==> config.mk <==
export PLATFORM = sky130hd
export DESIGN_NAME = mem_arbiter
export DESIGN_NICKNAME = d
export VERILOG_FILES = /design/src/rtl/mem_arbiter.sv
export SDC_FILE = /design/constraint.sdc
export NUM_CORES = 1
export LEC_CHECK = 0
export CORE_MARGIN = 5
export CORE_UTILIZATION = 41
export DETAILED_ROUTE_END_ITERATION = 12
export GPL_TIMING_DRIVEN = 0
export HOLD_SLACK_MARGIN = 0.08
export PLACE_DENSITY = 0.77
export RECOVER_POWER = 50
export SLEW_MARGIN = 40
export SYNTH_ARGS = -nofsm -noshare
export SYNTH_HDL_FRONTEND = slang
export SYNTH_SLANG_ARGS = --single-unit
export TNS_END_PERCENT = 20
==> constraint.sdc <==
create_clock -name clk -period 2.7 [get_ports clk]
set_clock_uncertainty 0.2 [all_clocks]
set_input_delay 0.27 -clock clk [delete_from_list [all_inputs] [get_ports clk]]
set_output_delay 0.27 -clock clk [all_outputs]
set_load 0.02 [all_outputs]
==> src/rtl/mem_arbiter.sv <==
// Two-requester memory arbiter: instruction and data sides share one memory port.
// One transaction is in flight at a time, with a fixed access latency.
package PARAMS_pkg;
  localparam int ADDR_SIZE = 32;
  localparam int WD_SIZE   = 32;
endpackage

module mem_arbiter
  import PARAMS_pkg::*;
#(
  parameter int MEM_LATENCY = 5
) (
  input  logic                 clk,
  input  logic                 reset_n,
  input  logic                 ic_req_valid,
  input  logic [ADDR_SIZE-1:0] ic_req_addr,
  output logic                 ic_req_ready,
  output logic                 ic_rsp_valid,
  output logic [WD_SIZE-1:0]   ic_rsp_data,
  input  logic                 dc_req_valid,
  input  logic                 dc_req_rd_wr,
  input  logic [ADDR_SIZE-1:0] dc_req_addr,
  input  logic [WD_SIZE-1:0]   dc_req_wr_data,
  input  logic [WD_SIZE-1:0]   dc_req_wr_keep,
  output logic                 dc_req_ready,
  output logic                 dc_rsp_valid,
  output logic [WD_SIZE-1:0]   dc_rsp_data,
  output logic [ADDR_SIZE-1:0] mem_addr,
  output logic                 mem_op_rd_wr,
  output logic                 mem_op_en,
  output logic [WD_SIZE-1:0]   mem_wr_data,
  output logic [WD_SIZE-1:0]   mem_wr_keep,
  input  logic [WD_SIZE-1:0]   mem_rd_data
);

  typedef enum logic [1:0] {ST_IDLE, ST_WAIT, ST_RESP} state_t;

  localparam logic [3:0] CNT_LOAD = 4'(MEM_LATENCY - 1);

  state_t               r_state;
  state_t               w_state_nxt;
  logic [3:0]           r_cnt;
  logic                 r_last_ic;
  logic                 r_id_dc;
  logic                 r_rd_wr;
  logic [ADDR_SIZE-1:0] r_addr;
  logic [WD_SIZE-1:0]   r_wr_data;
  logic [WD_SIZE-1:0]   r_wr_keep;
  logic                 r_ic_rsp_valid;
  logic                 r_dc_rsp_valid;
  logic [WD_SIZE-1:0]   r_ic_rsp_data;
  logic [WD_SIZE-1:0]   r_dc_rsp_data;
  logic                 w_grant_ic;
  logic                 w_grant_dc;
  logic                 w_mem_en;

  // Ready is gated by reset_n so nothing is granted while reset is held.
  always_comb begin
    w_state_nxt = r_state;
    w_grant_ic  = 1'b0;
    w_grant_dc  = 1'b0;
    w_mem_en    = 1'b0;
    case (r_state)
      ST_IDLE: begin
        if (reset_n) begin
          w_grant_dc = dc_req_valid & (~ic_req_valid | r_last_ic);
          w_grant_ic = ic_req_valid & ~w_grant_dc;
        end
        if (w_grant_ic || w_grant_dc) w_state_nxt = ST_WAIT;
      end
      ST_WAIT: begin
        if (r_cnt == 4'd0) begin
          w_mem_en    = 1'b1;
          w_state_nxt = ST_RESP;
        end
      end
      ST_RESP: w_state_nxt = ST_IDLE;
      default: w_state_nxt = ST_IDLE;
    endcase
  end

  always_ff @(posedge clk or negedge reset_n) begin
    if (!reset_n) begin
      r_state        <= ST_IDLE;
      r_cnt          <= 4'd0;
      r_last_ic      <= 1'b1;
      r_id_dc        <= 1'b0;
      r_rd_wr        <= 1'b0;
      r_addr         <= '0;
      r_wr_data      <= '0;
      r_wr_keep      <= '0;
      r_ic_rsp_valid <= 1'b0;
      r_dc_rsp_valid <= 1'b0;
      r_ic_rsp_data  <= '0;
      r_dc_rsp_data  <= '0;
    end else begin
      r_state        <= w_state_nxt;
      r_ic_rsp_valid <= w_mem_en & ~r_id_dc;
      r_dc_rsp_valid <= w_mem_en & r_id_dc;
      if (w_grant_ic || w_grant_dc) begin
        r_id_dc   <= w_grant_dc;
        r_last_ic <= w_grant_ic;
        r_rd_wr   <= w_grant_dc & dc_req_rd_wr;
        r_addr    <= w_grant_dc ? dc_req_addr : ic_req_addr;
        r_wr_data <= w_grant_dc ? dc_req_wr_data : '0;
        r_wr_keep <= w_grant_dc ? dc_req_wr_keep : '0;
        r_cnt     <= CNT_LOAD;
      end else if (r_state == ST_WAIT && r_cnt != 4'd0) begin
        r_cnt <= r_cnt - 4'd1;
      end
      if (w_mem_en) begin
        if (r_id_dc) r_dc_rsp_data <= r_rd_wr ? '0 : mem_rd_data;
        else         r_ic_rsp_data <= mem_rd_data;
      end
    end
  end

  assign ic_req_ready = w_grant_ic;
  assign dc_req_ready = w_grant_dc;
  assign ic_rsp_valid = r_ic_rsp_valid;
  assign dc_rsp_valid = r_dc_rsp_valid;
  assign ic_rsp_data  = r_ic_rsp_data;
  assign dc_rsp_data  = r_dc_rsp_data;
  assign mem_op_en    = w_mem_en;
  assign mem_addr     = r_addr;
  assign mem_op_rd_wr = r_rd_wr;
  assign mem_wr_data  = r_wr_data;
  assign mem_wr_keep  = r_wr_keep;

endmodule

==> results of run 1 <==
[per-stage QoR]
step	utilization (%)	setup WS (ns)	std cells	hold WS (ns)	total power, W
after CTS	67.7	0.106	1183	0.236	0.0134
after global placement	62.7	-7.10	1139	0.267	0.0107
after global routing	67.1	0.00765	1183	0.237	0.0137
final	67.1	0.128	1183	0.254	0.0130
after floorplan	-	0.534	584	-0.226	0.00755
after detailed placement	63.0	-0.945	1141	-0.0129	0.0108
[cell usage after synthesis (2+ instances only)]
cell | count | area share [%]
nand2_1 | 34 | 1.8
nand3_1 | 4 | 0.28
dfrtp_1 | 170 | 59
nand2b_1 | 2 | 0.17
nor3_4 | 2 | 0.45
a22o_1 | 65 | 7.9
nor2_1 | 2 | 0.10
o21ai_0 | 2 | 0.14
inv_1 | 37 | 1.9
buf_6 | 7 | 1.1
buf_1 | 4 | 0.21
mux2_1 | 4 | 0.62
buf_2 | 13 | 0.90
a31oi_1 | 32 | 2.8
clkbuf_1 | 30 | 1.6
mux2_2 | 61 | 9.5
a21oi_1 | 5 | 0.35
o211ai_1 | 32 | 3.3
nor2b_1 | 34 | 2.9
o22a_1 | 32 | 3.9
[worst min-delay path by stage]
| stage | slack, ns | start | endpoint |
|---|---|---|---|
| final | 0.25 | dc_req_wr_data[8] | mem_wr_data[8] |
| after global placement | 0.27 | dc_rsp_data[17] | dc_rsp_data[17] |
| after detailed placement | -0.01 | reset_n | dc_rsp_data[2] |
| after floorplan | -0.23 | reset_n | dc_rsp_data[0] |
| after global routing | 0.24 | dc_req_wr_data[14] | mem_wr_data[14] |
| after CTS | 0.24 | dc_req_wr_data[8] | mem_wr_data[8] |
[critical path, cell delays in order]
cell and delay, ns:
buf_12 0.08, buf_16 0.09, buf_16 0.09, clkbuf_1 0.24
buf_16 0.15, nor3b_4 0.27, clkbuf_2 0.28, and3_1 0.24
dlygate4sd2_1 0.39
[per-layer routing]
metal | vias up | part of all wire (%)
li1 | 2866 | -
met1 | 3015 | 40
met2 | 297 | 48
met3 | 43 | 9.1
met4 | 0 | 3.1
met5 | - | 0
[what timing repair did]
action / CTS / global route
setup endpoints to repair: 3 / 0
setup buffers: 2 / 0
resized for setup: 11 / 0
hold buffers: 8 / 0
endpoints found under the hold margin: 171 / 0
[kinds of logic (layout without fill, tap and decap cells)]
logic type	count (synthesis)	in the layout	share of synthesized area (%)
flops	171	171	59.0
compound gates	170	170	18.5
buf+inv	91	465	5.66
simple gates	85	85	6.42
mux	66	66	10.2
fa+ha+maj	1	1	0.173
[cell type report]
| class | count | area share [%] |
|---|---|---|
| buffer | 54 | 2.39 |
| clock buffer | 18 | 3.78 |
| clock inverter | 13 | 1.36 |
| inverter | 37 | 1.20 |
| multi-input combinational | 322 | 22.1 |
| sequential | 171 | 36.9 |
| tap | 225 | 2.43 |
| timing repair buffer | 343 | 29.9 |
[sequential cells by signal, indices dropped and copies added (netlist names)]
register and count:
r_id_dc 1, r_cnt 4, mem_addr 32, r_state 2, dc_rsp_data 32, mem_wr_data 32, mem_op_rd_wr 1, r_last_ic 1
ic_rsp_data 32, ic_rsp_valid 1, mem_wr_keep 32, dc_rsp_valid 1
[report_power, final]
part,internal (W),total [W],switching (W)
sequential,0.00371,0.00436,0.000645
combinational,0.00304,0.00618,0.00314
clock,0.00141,0.00247,0.00106
==> results.cfg, run 1 <==
[sta]
final.period_utilization_pct = 95.2
max_slew_margin_pct = 32.0
max_freq_ghz = 0.389
timing.final.crit_period_ns = 2.57
timing_worst_slew_pin_value_ns = 1.02
setup_viol = 0
finalHoldViolations = 0
setup_repair_after_global_routing_missed_its_margin = false
slew_viol_final = 0
fin_setup_tns_ns = 0

[drt]
number_of_drc_violations_after_detailed_routing_iteration_0 = 235
vias_after_detailed_routing = 6221
antenna_left = 0
drt-total-wl_um = 23200
drcViolationCount = 0
routedWlPerCell_um = 19.6
drt-vias-per-instance = 5.26
drt_pass1_iterations = 5

[synthesis]
synth.ff_latch_count = 171
syn_nets = 750
synth_edf_count = 0
ys_dominant_reg_cell = dfrtp_1
mapped_cell_area_mm2 = 0.00725
yosysWarnings = 0
postSynthAreaPerCell_um2 = 12.4
synth_async_sr_flop_share_pct = 100
post_synth_num_cell_types = 32
ys_seq_area_share_pct = 59.0
synthCells = 584

[floorplanning]
ioPinCount = 331
initial_core_util_pct = 41.9
rows = 48
die_width_um = 143
design.core.area_mm2 = 0.0173
die_area_mm2 = 0.0204
die-height_um = 143

[cells_and_area]
layout.cell_area.non_filler_mm2 = 0.0116
register_area_mm2 = 0.00428
final_nets = 1112
final_layout_size_suffix_gt1_share_pct = 13.6
most_common_library_cell_in_the_layout_ignoring_fill_and_taps = clkdlybuf4s50_1
multi_input_area_mm2 = 0.00257
fill_cells = 1357
syn_to_final_growth_pct = 60.1
diodes = 0
mostFrequentLayoutCells = clkdlybuf4s50_1 (247), dfrtp_1 (170), dlygate4sd3_1 (82), a22o_1 (65), mux2_2 (61)

[worst_setup_path]
end_kind = output pin
crit-reg2reg-capture = ic_rsp_data[10]
worstSetupStartpointType = primary input
cp.arrival_ns = 2.10
crit_end = ic_req_ready
critical_path_peak_fanout = 10
required_ns = 2.23
r2r_cells = 7
critical_path.reg2reg.startpoint = r_cnt[0]
worst_setup_path_startpoint = reset_n
timing_worst_setup_path_type = in -> out
worst-r2r-setup-slack_ns = 0.31

[clock_tree]
clk_pin_slew_worst_paths_ns = 0.07
cts_root_buf = clkbuf_16
cts.sink_count = 171
clock_tree.buffer_depth = 2
tritoncts = built
clk-insertion-delay-late_ns = 0.41
cts-htree-levels = 4
cts_buffers = 17

[min_path]
whs_path_depth = 2
hp-class = in -> reg

[status]
outcome = finished clean

[global_route]
busiest_layer = met2
met1_usage_pct = 29.2
via_count_of_the_first_global_routing_pass = 6485
grtUsageMet2_pct = 36.3
grt_overflow_total = 0
grt_util_met3_pct = 6.60
grt_first_pass_wirelength_um = 35800
track_usage_pct = 22.4
pin_count_of_the_biggest_net_entering_global_routing = 63
initial_antenna_violation_count = 0

[pwr]
pwr_density_cell_mw_per_mm2 = 1120
power.ir.vdd_worst_uv = 664
leakagePower_nw = 5.14

[job]
max_cap_viol_count = 0

[place]
globalplace.congestion = 0.832
detailed_place_hpwl_um = 16900
port_buffer_count = 330
dpl-instance-area_mm2 = 0.0109
Note: power is estimated with default switching activity, not from simulation.
==> run 2: changes to the inputs <==
--- a/config.mk
+++ b/config.mk
@@ -5,6 +5,7 @@
 export SDC_FILE = /design/constraint.sdc
 export NUM_CORES = 1
 export LEC_CHECK = 0
+export CORE_ASPECT_RATIO = 0.7
 export CORE_MARGIN = 5
 export CORE_UTILIZATION = 41
 export DETAILED_ROUTE_END_ITERATION = 12
==> run 2 against run 1 <==
  * The run now ends with max-capacitance violations, max-slew violations left
  * Via count down 1.7%
  * Register-to-register slack worse by 0.07 ns
  * Die area up 0.21%
  * Core utilization down 0.54 points
  * Clock-buffer cell count up 1
  * Combinational power about the same
  * Non-clock buffer count down 7
  * Worst setup slack better by 0.063 ns
  * Clock power down 4%
  * Sequential power about the same
  * Largest power group unchanged
  * Highest routed layer unchanged
==> results.cfg, run 2 (synthesis gave the netlist of run 1 again) <==
[status]
outcome = finished, violations left
violations = max-capacitance violations, max-slew violations

[worst_setup_path]
critical_path_peak_fanout = 10
cp.arrival_ns = 2.04
timing.critical_path.max_delay_family = buffers and inverters
required_ns = 2.23
worstSetupStartpointType = flip-flop
end_kind = output pin
timing.critical_path.cells = nor3b_4 -> clkbuf_1 -> and3_1 -> dlymetal6s2s_1
cp_max_stage_cell = dfrtp_1
worst_path_largest_cell_delay_ns = 0.41
worst-path-buf-inv = 2
timing_worst_setup_path_type = reg -> out

[drt]
antenna_left = 0
drt-total-wl_um = 22900
routedWlPerCell_um = 19.4
drcViolationCount = 0
drt_pass1_iterations = 5
vias_after_detailed_routing = 6117
drt-vias-per-instance = 5.17
number_of_drc_violations_after_detailed_routing_iteration_0 = 419

[floorplanning]
die_area_mm2 = 0.0205
die_width_um = 169
design.core.area_mm2 = 0.0173
die-height_um = 121
ioPinCount = 331
rows = 40
initial_core_util_pct = 42.0

[global_route]
via_count_of_the_first_global_routing_pass = 6170
track_usage_pct = 21.8
pin_count_of_the_biggest_net_entering_global_routing = 72
grt_first_pass_wirelength_um = 35000
grt_overflow_total = 0
initial_antenna_violation_count = 0

[clock_tree]
clock_tree.buffer_depth = 2
clk-insertion-delay-late_ns = 0.41
cts_root_buf = clkbuf_16
cts.sink_count = 171
tritoncts = built
cts_buffers = 17
clk_pin_slew_worst_paths_ns = 0.07
cts-htree-levels = 4

[cells_and_area]
final_layout_size_suffix_gt1_share_pct = 13.0
mostFrequentLayoutCells = clkdlybuf4s50_1 (246), dfrtp_1 (170), dlygate4sd3_1 (81), a22o_1 (65), mux2_2 (61)
most_common_library_cell_in_the_layout_ignoring_fill_and_taps = clkdlybuf4s50_1
final_core_util_pct = 66.6
diodes = 0
register_area_mm2 = 0.00428
final_nets = 1105
syn_to_final_growth_pct = 58.5
fill_cells = 1361
multi_input_area_mm2 = 0.00257

[pwr]
part_of_the_total_power_dissipated_in_combinational_logic_pct = 47.8
power.ir.vdd_worst_uv = 566
power.switching_fraction_pct = 38.1
pwr_density_cell_mw_per_mm2 = 1120
power.total_w = 0.0129
seq_power_share_pct = 33.7
leakagePower_nw = 5.09
share_clk_of_total_power_pct = 18.5
net-switching-power_w = 0.00492
p_int_w = 0.00799

[sta]
final.period_utilization_pct = 92.9
fin_setup_tns_ns = 0
max_slew_margin_pct = -7.12
holdWs_ns = 0.249
timing.final.crit_period_ns = 2.51
timing_worst_slew_pin_value_ns = 1.61
setup_repair_after_global_routing_missed_its_margin = false
slew_viol_final = 60
finalHoldViolations = 0
max_freq_ghz = 0.399
setup_viol = 0

[min_path]
hp-class = in -> reg

[place]
globalplace.congestion = 0.851
detailed_place_hpwl_um = 17100
port_buffer_count = 330

[job]
max_cap_viol_count = 1
==> run 2: worst paths after layout <==
kind | cells after the start | endpoint | slack [ns] | startpoint
worst max-delay path | 4 | ic_req_ready | 0.19 | r_state[1]
worst min-delay path | 2 | mem_wr_data[2] | 0.25 | dc_req_wr_data[2]
worst max register to register | 7 | dc_rsp_data[7] | 0.24 | r_cnt[0]
worst min register to register | 1 | mem_wr_keep[22] | 0.29 | mem_wr_keep[22]
max in group asynchronous | 4 | dc_rsp_data[25] | 0.41 | reset_n
min in group asynchronous | 3 | mem_addr[20] | 0.82 | reset_n
==> run 2: power groups by stage <==
stage | Clock [W] | Sequential, W | Combinational [W]
after floorplan | 0 | 0.00569 | 0.00187
after global placement | 0 | 0.00437 | 0.00630
after detailed placement | 0 | 0.00439 | 0.00639
after CTS | 0.00242 | 0.00439 | 0.00642
after global routing | 0.00251 | 0.00450 | 0.00654
final | 0.00238 | 0.00436 | 0.00617
==> run 2: layout make-up <==
type                    instances  area share [%]
plain buffers                  53            2.34
clock buffers                  19            3.85
clock inverters                13            1.09
inverters                      37            1.21
multi-input cells             322            22.3
flip-flops and latches        171            37.2
well taps                     231            2.51
repair buffers                337            29.4
==> run 2: metrics by stage <==
stage | setup slack (ns) | area (um2) | cells
floorplan | 0.534 | 7250 | 584
global placement | -6.81 | 10800 | 1145
detailed placement | -0.374 | 10900 | 1147
CTS | -0.112 | 11500 | 1180
global route | 0.0539 | 11500 | 1183
finish | 0.191 | 11500 | 1183
==> run 2: per-layer routing <==
layer / track usage, % / up-vias / routed length [um]
li1: - / 2834 / -
met1: 29.4 / 2999 / 9930
met2: 34.1 / 262 / 10800
met3: 7.07 / 22 / 1900
met4: 5.73 / 0 / 286
met5: 0 / - / 0
==> run 2: what timing repair did <==
item | in CTS | in global routing
cloned | 0 | 0
setup endpoints to repair | 3 | 2
gates resized for setup | 5 | 5
pin swaps | 0 | 1
hold endpoints to repair | 171 | 0
setup buffers | 0 | 3
hold buffers | 2 | 0
==> run 3: changes to the inputs <==
--- a/config.mk
+++ b/config.mk
@@ -7,11 +7,12 @@
 export LEC_CHECK = 0
 export CORE_ASPECT_RATIO = 0.7
 export CORE_MARGIN = 5
-export CORE_UTILIZATION = 41
+export CORE_UTILIZATION = 38
 export DETAILED_ROUTE_END_ITERATION = 12
 export GPL_TIMING_DRIVEN = 0
 export HOLD_SLACK_MARGIN = 0.08
-export PLACE_DENSITY = 0.77
+export MAX_ROUTING_LAYER = met4
+export PLACE_DENSITY = 0.75
 export RECOVER_POWER = 50
 export SLEW_MARGIN = 40
 export SYNTH_ARGS = -nofsm -noshare
==> constraint.sdc (replaced) <==
create_clock -name clk -period 2.21 [get_ports clk]
set_clock_uncertainty 0.2 [all_clocks]
set_input_delay 0.221 -clock clk [delete_from_list [all_inputs] [get_ports clk]]
set_output_delay 0.221 -clock clk [all_outputs]
set_load 0.01 [all_outputs]
==> run 3 against run 2 <==
  * Cell count up 1.7%
  * Largest cell class unchanged
  * Combinational power up 18%
  * Die area up 7.3%
  * Design area up 4.0%
  * Non-clock buffer count up 10
  * Core utilization down 3.0 points
  * The run ends with negative hold slack, max-capacitance violations, max-slew violations, negative setup slack left
  * Global-route usage down 0.28 points
  * Clock power up 28%
==> results.cfg, run 3 (synthesis gave the netlist of run 1 again) <==
[worst_setup_path]
crit-reg2reg-capture = ic_rsp_data[21]
timing.critical_path.cells = inv_2 -> ha_2 -> or3b_1 -> buf_6 -> nor3_4 -> buf_12 -> buf_12 -> mux2_4
worst-r2r-setup-slack_ns = -0.02
cp.arrival_ns = 2.33
critical_path.reg2reg.startpoint = r_cnt[0]
timing_worst_setup_path_type = reg -> reg
cp_max_stage_cell = dfrtp_1
worst-path-buf-inv = 4
cp_common_cell = buf_12
end_kind = flip-flop
critical_path_peak_fanout = 10
worst_path_largest_cell_delay_ns = 0.39
required_ns = 2.31
timing.critical_path.max_delay_family = buffers and inverters
r2r_cells = 8
worstSetupStartpointType = flip-flop

[sta]
max_freq_ghz = 0.449
setup_viol = 32
postLayoutSetupSlackWorst_ns = -0.0176
slew_viol_final = 62
setup_repair_after_global_routing_missed_its_margin = true
finalHoldViolations = 57
timing.final.crit_period_ns = 2.23
holdWs_ns = -0.489
timing_worst_slew_pin_value_ns = 1.53
max_slew_margin_pct = -1.73
final.period_utilization_pct = 101

[floorplanning]
die_width_um = 175
rows = 42
ioPinCount = 331
initial_core_util_pct = 38.5
die-height_um = 126
die_area_mm2 = 0.0220
design.core.area_mm2 = 0.0188

[clock_tree]
clk-insertion-delay-late_ns = 0.42
cts_buffers = 17
tritoncts = built
cts-htree-levels = 4
clk_pin_slew_worst_paths_ns = 0.07
cts.sink_count = 171
cts_root_buf = clkbuf_16
clock_tree.buffer_depth = 2

[pwr]
net-switching-power_w = 0.00513
power.total_w = 0.0157
leakagePower_nw = 5.20
seq_power_share_pct = 34.2
p_int_w = 0.0106
power.ir.vdd_worst_uv = 702
pwr_density_cell_mw_per_mm2 = 1320
part_of_the_total_power_dissipated_in_combinational_logic_pct = 46.5
power.switching_fraction_pct = 32.6
share_clk_of_total_power_pct = 19.3

[status]
outcome = finished, violations left
violations = negative hold slack, max-capacitance violations, max-slew violations, negative setup slack

[cells_and_area]
diodes = 0
most_common_library_cell_in_the_layout_ignoring_fill_and_taps = clkdlybuf4s50_1
final_nets = 1115
mostFrequentLayoutCells = clkdlybuf4s50_1 (326), dfrtp_1 (170), a22o_1 (65), mux2_4 (54), inv_1 (35)
syn_to_final_growth_pct = 64.8
final_layout_size_suffix_gt1_share_pct = 15.8

[drt]
drt-vias-per-instance = 5.18
drt_pass1_iterations = 5
drt-total-wl_um = 24100
number_of_drc_violations_after_detailed_routing_iteration_0 = 417
vias_after_detailed_routing = 6237
antenna_left = 0
drcViolationCount = 0
routedWlPerCell_um = 20.1

[global_route]
via_count_of_the_first_global_routing_pass = 6539
track_usage_pct = 21.5
grt_first_pass_wirelength_um = 36300
initial_antenna_violation_count = 0
grt_overflow_total = 0
pin_count_of_the_biggest_net_entering_global_routing = 62

[place]
globalplace.congestion = 0.894
port_buffer_count = 330
dp_worst_setup_slack_ns = -0.961
detailed_place_hpwl_um = 17500

[job]
max_cap_viol_count = 1

[min_path]
hp-class = in -> async
## run 3: cell count changes in the layout (fill, tap and decap cells not counted), sizes merged
cell / delta
clkdlybuf4s50: +80
dlygate4sd2: -2
buf: +7
clkinv: +3
bufinv: +2
dlygate4sd3: -81
inv: -5
clkbuf: +5
clkdlybuf4s15: +1
dlymetal6s2s: -1
## run 3: area by class of cell
cell class / count / area [um2]
plain buffers: 53 / 354
clock buffers: 18 / 429
clock inverters: 13 / 163
fillers: 1468 / 6860
inverters: 37 / 141
multi-input cells: 322 / 2790
flip-flops and latches: 171 / 4280
well taps: 242 / 303
repair buffers: 347 / 3490
## run 3: power by group through the flow
stage	Combinational, W	Clock, W	Sequential [W]
after floorplan	0.00228	0	0.00593
after global placement	0.00666	0	0.00535
after detailed placement	0.00679	0	0.00536
after CTS	0.00720	0.00309	0.00535
after global routing	0.00775	0.00320	0.00555
final	0.00731	0.00304	0.00539
## run 3: how the worst max path moves through the flow
stage | startpoint | to | slack, ns | cells past startpoint
floorplan | r_cnt[0] | dc_rsp_data[11] | 0.04 | 7
global placement | reset_n | dc_req_ready | -7.34 | 6
detailed placement | reset_n | dc_req_ready | -0.96 | 6
CTS | r_cnt[0] | ic_rsp_data[7] | -0.08 | 8
global route | r_cnt[1] | dc_rsp_data[8] | -0.09 | 8
finish | r_cnt[0] | ic_rsp_data[21] | -0.02 | 8
## run 3: metrics by stage
step	std cells	util [%]	hold slack, ns	setup TNS, ns	instance area (um2)
after detailed placement	1158	58.0	-0.0101	-46.90	10900
after global routing	1203	63.5	-0.465	-4.68	12000
after global placement	1156	57.7	0.267	-1820.24	10900
after floorplan	584	-	-0.275	0	7250
after CTS	1201	63.0	-0.470	-3.63	11800
final	1203	63.5	-0.489	-0.245	12000
## run 3: worst register-to-register path, delay by kind of cell, from the launching register on
kind | cells | cell delay, ns
buffers and inverters | 4 | 0.53
and+or+nand+nor | 2 | 0.51
DFF | 1 | 0.39
muxes | 1 | 0.31
adders and majority gates | 1 | 0.17
## run 3: what timing repair did
item | 4_1_cts | 5_1_grt
endpoints found under the hold margin | 171 | 171
buffers inserted | 12 | 0
gates resized for setup | 70 | 33
pin swaps | 3 | 2
gates cloned | 1 | 2
endpoints found under the setup margin | 143 | 100
## run 3: per-layer routing
| layer | vias up | routed length (um) | GRT usage, % |
|---|---|---|---|
| met5 | - | 0 | - |
| li1 | 2859 | - | - |
| met3 | 30 | 1650 | 5.94 |
| met1 | 3080 | 10600 | 27.8 |
| met2 | 268 | 11500 | 33.3 |
| met4 | 0 | 418 | 6.56 |
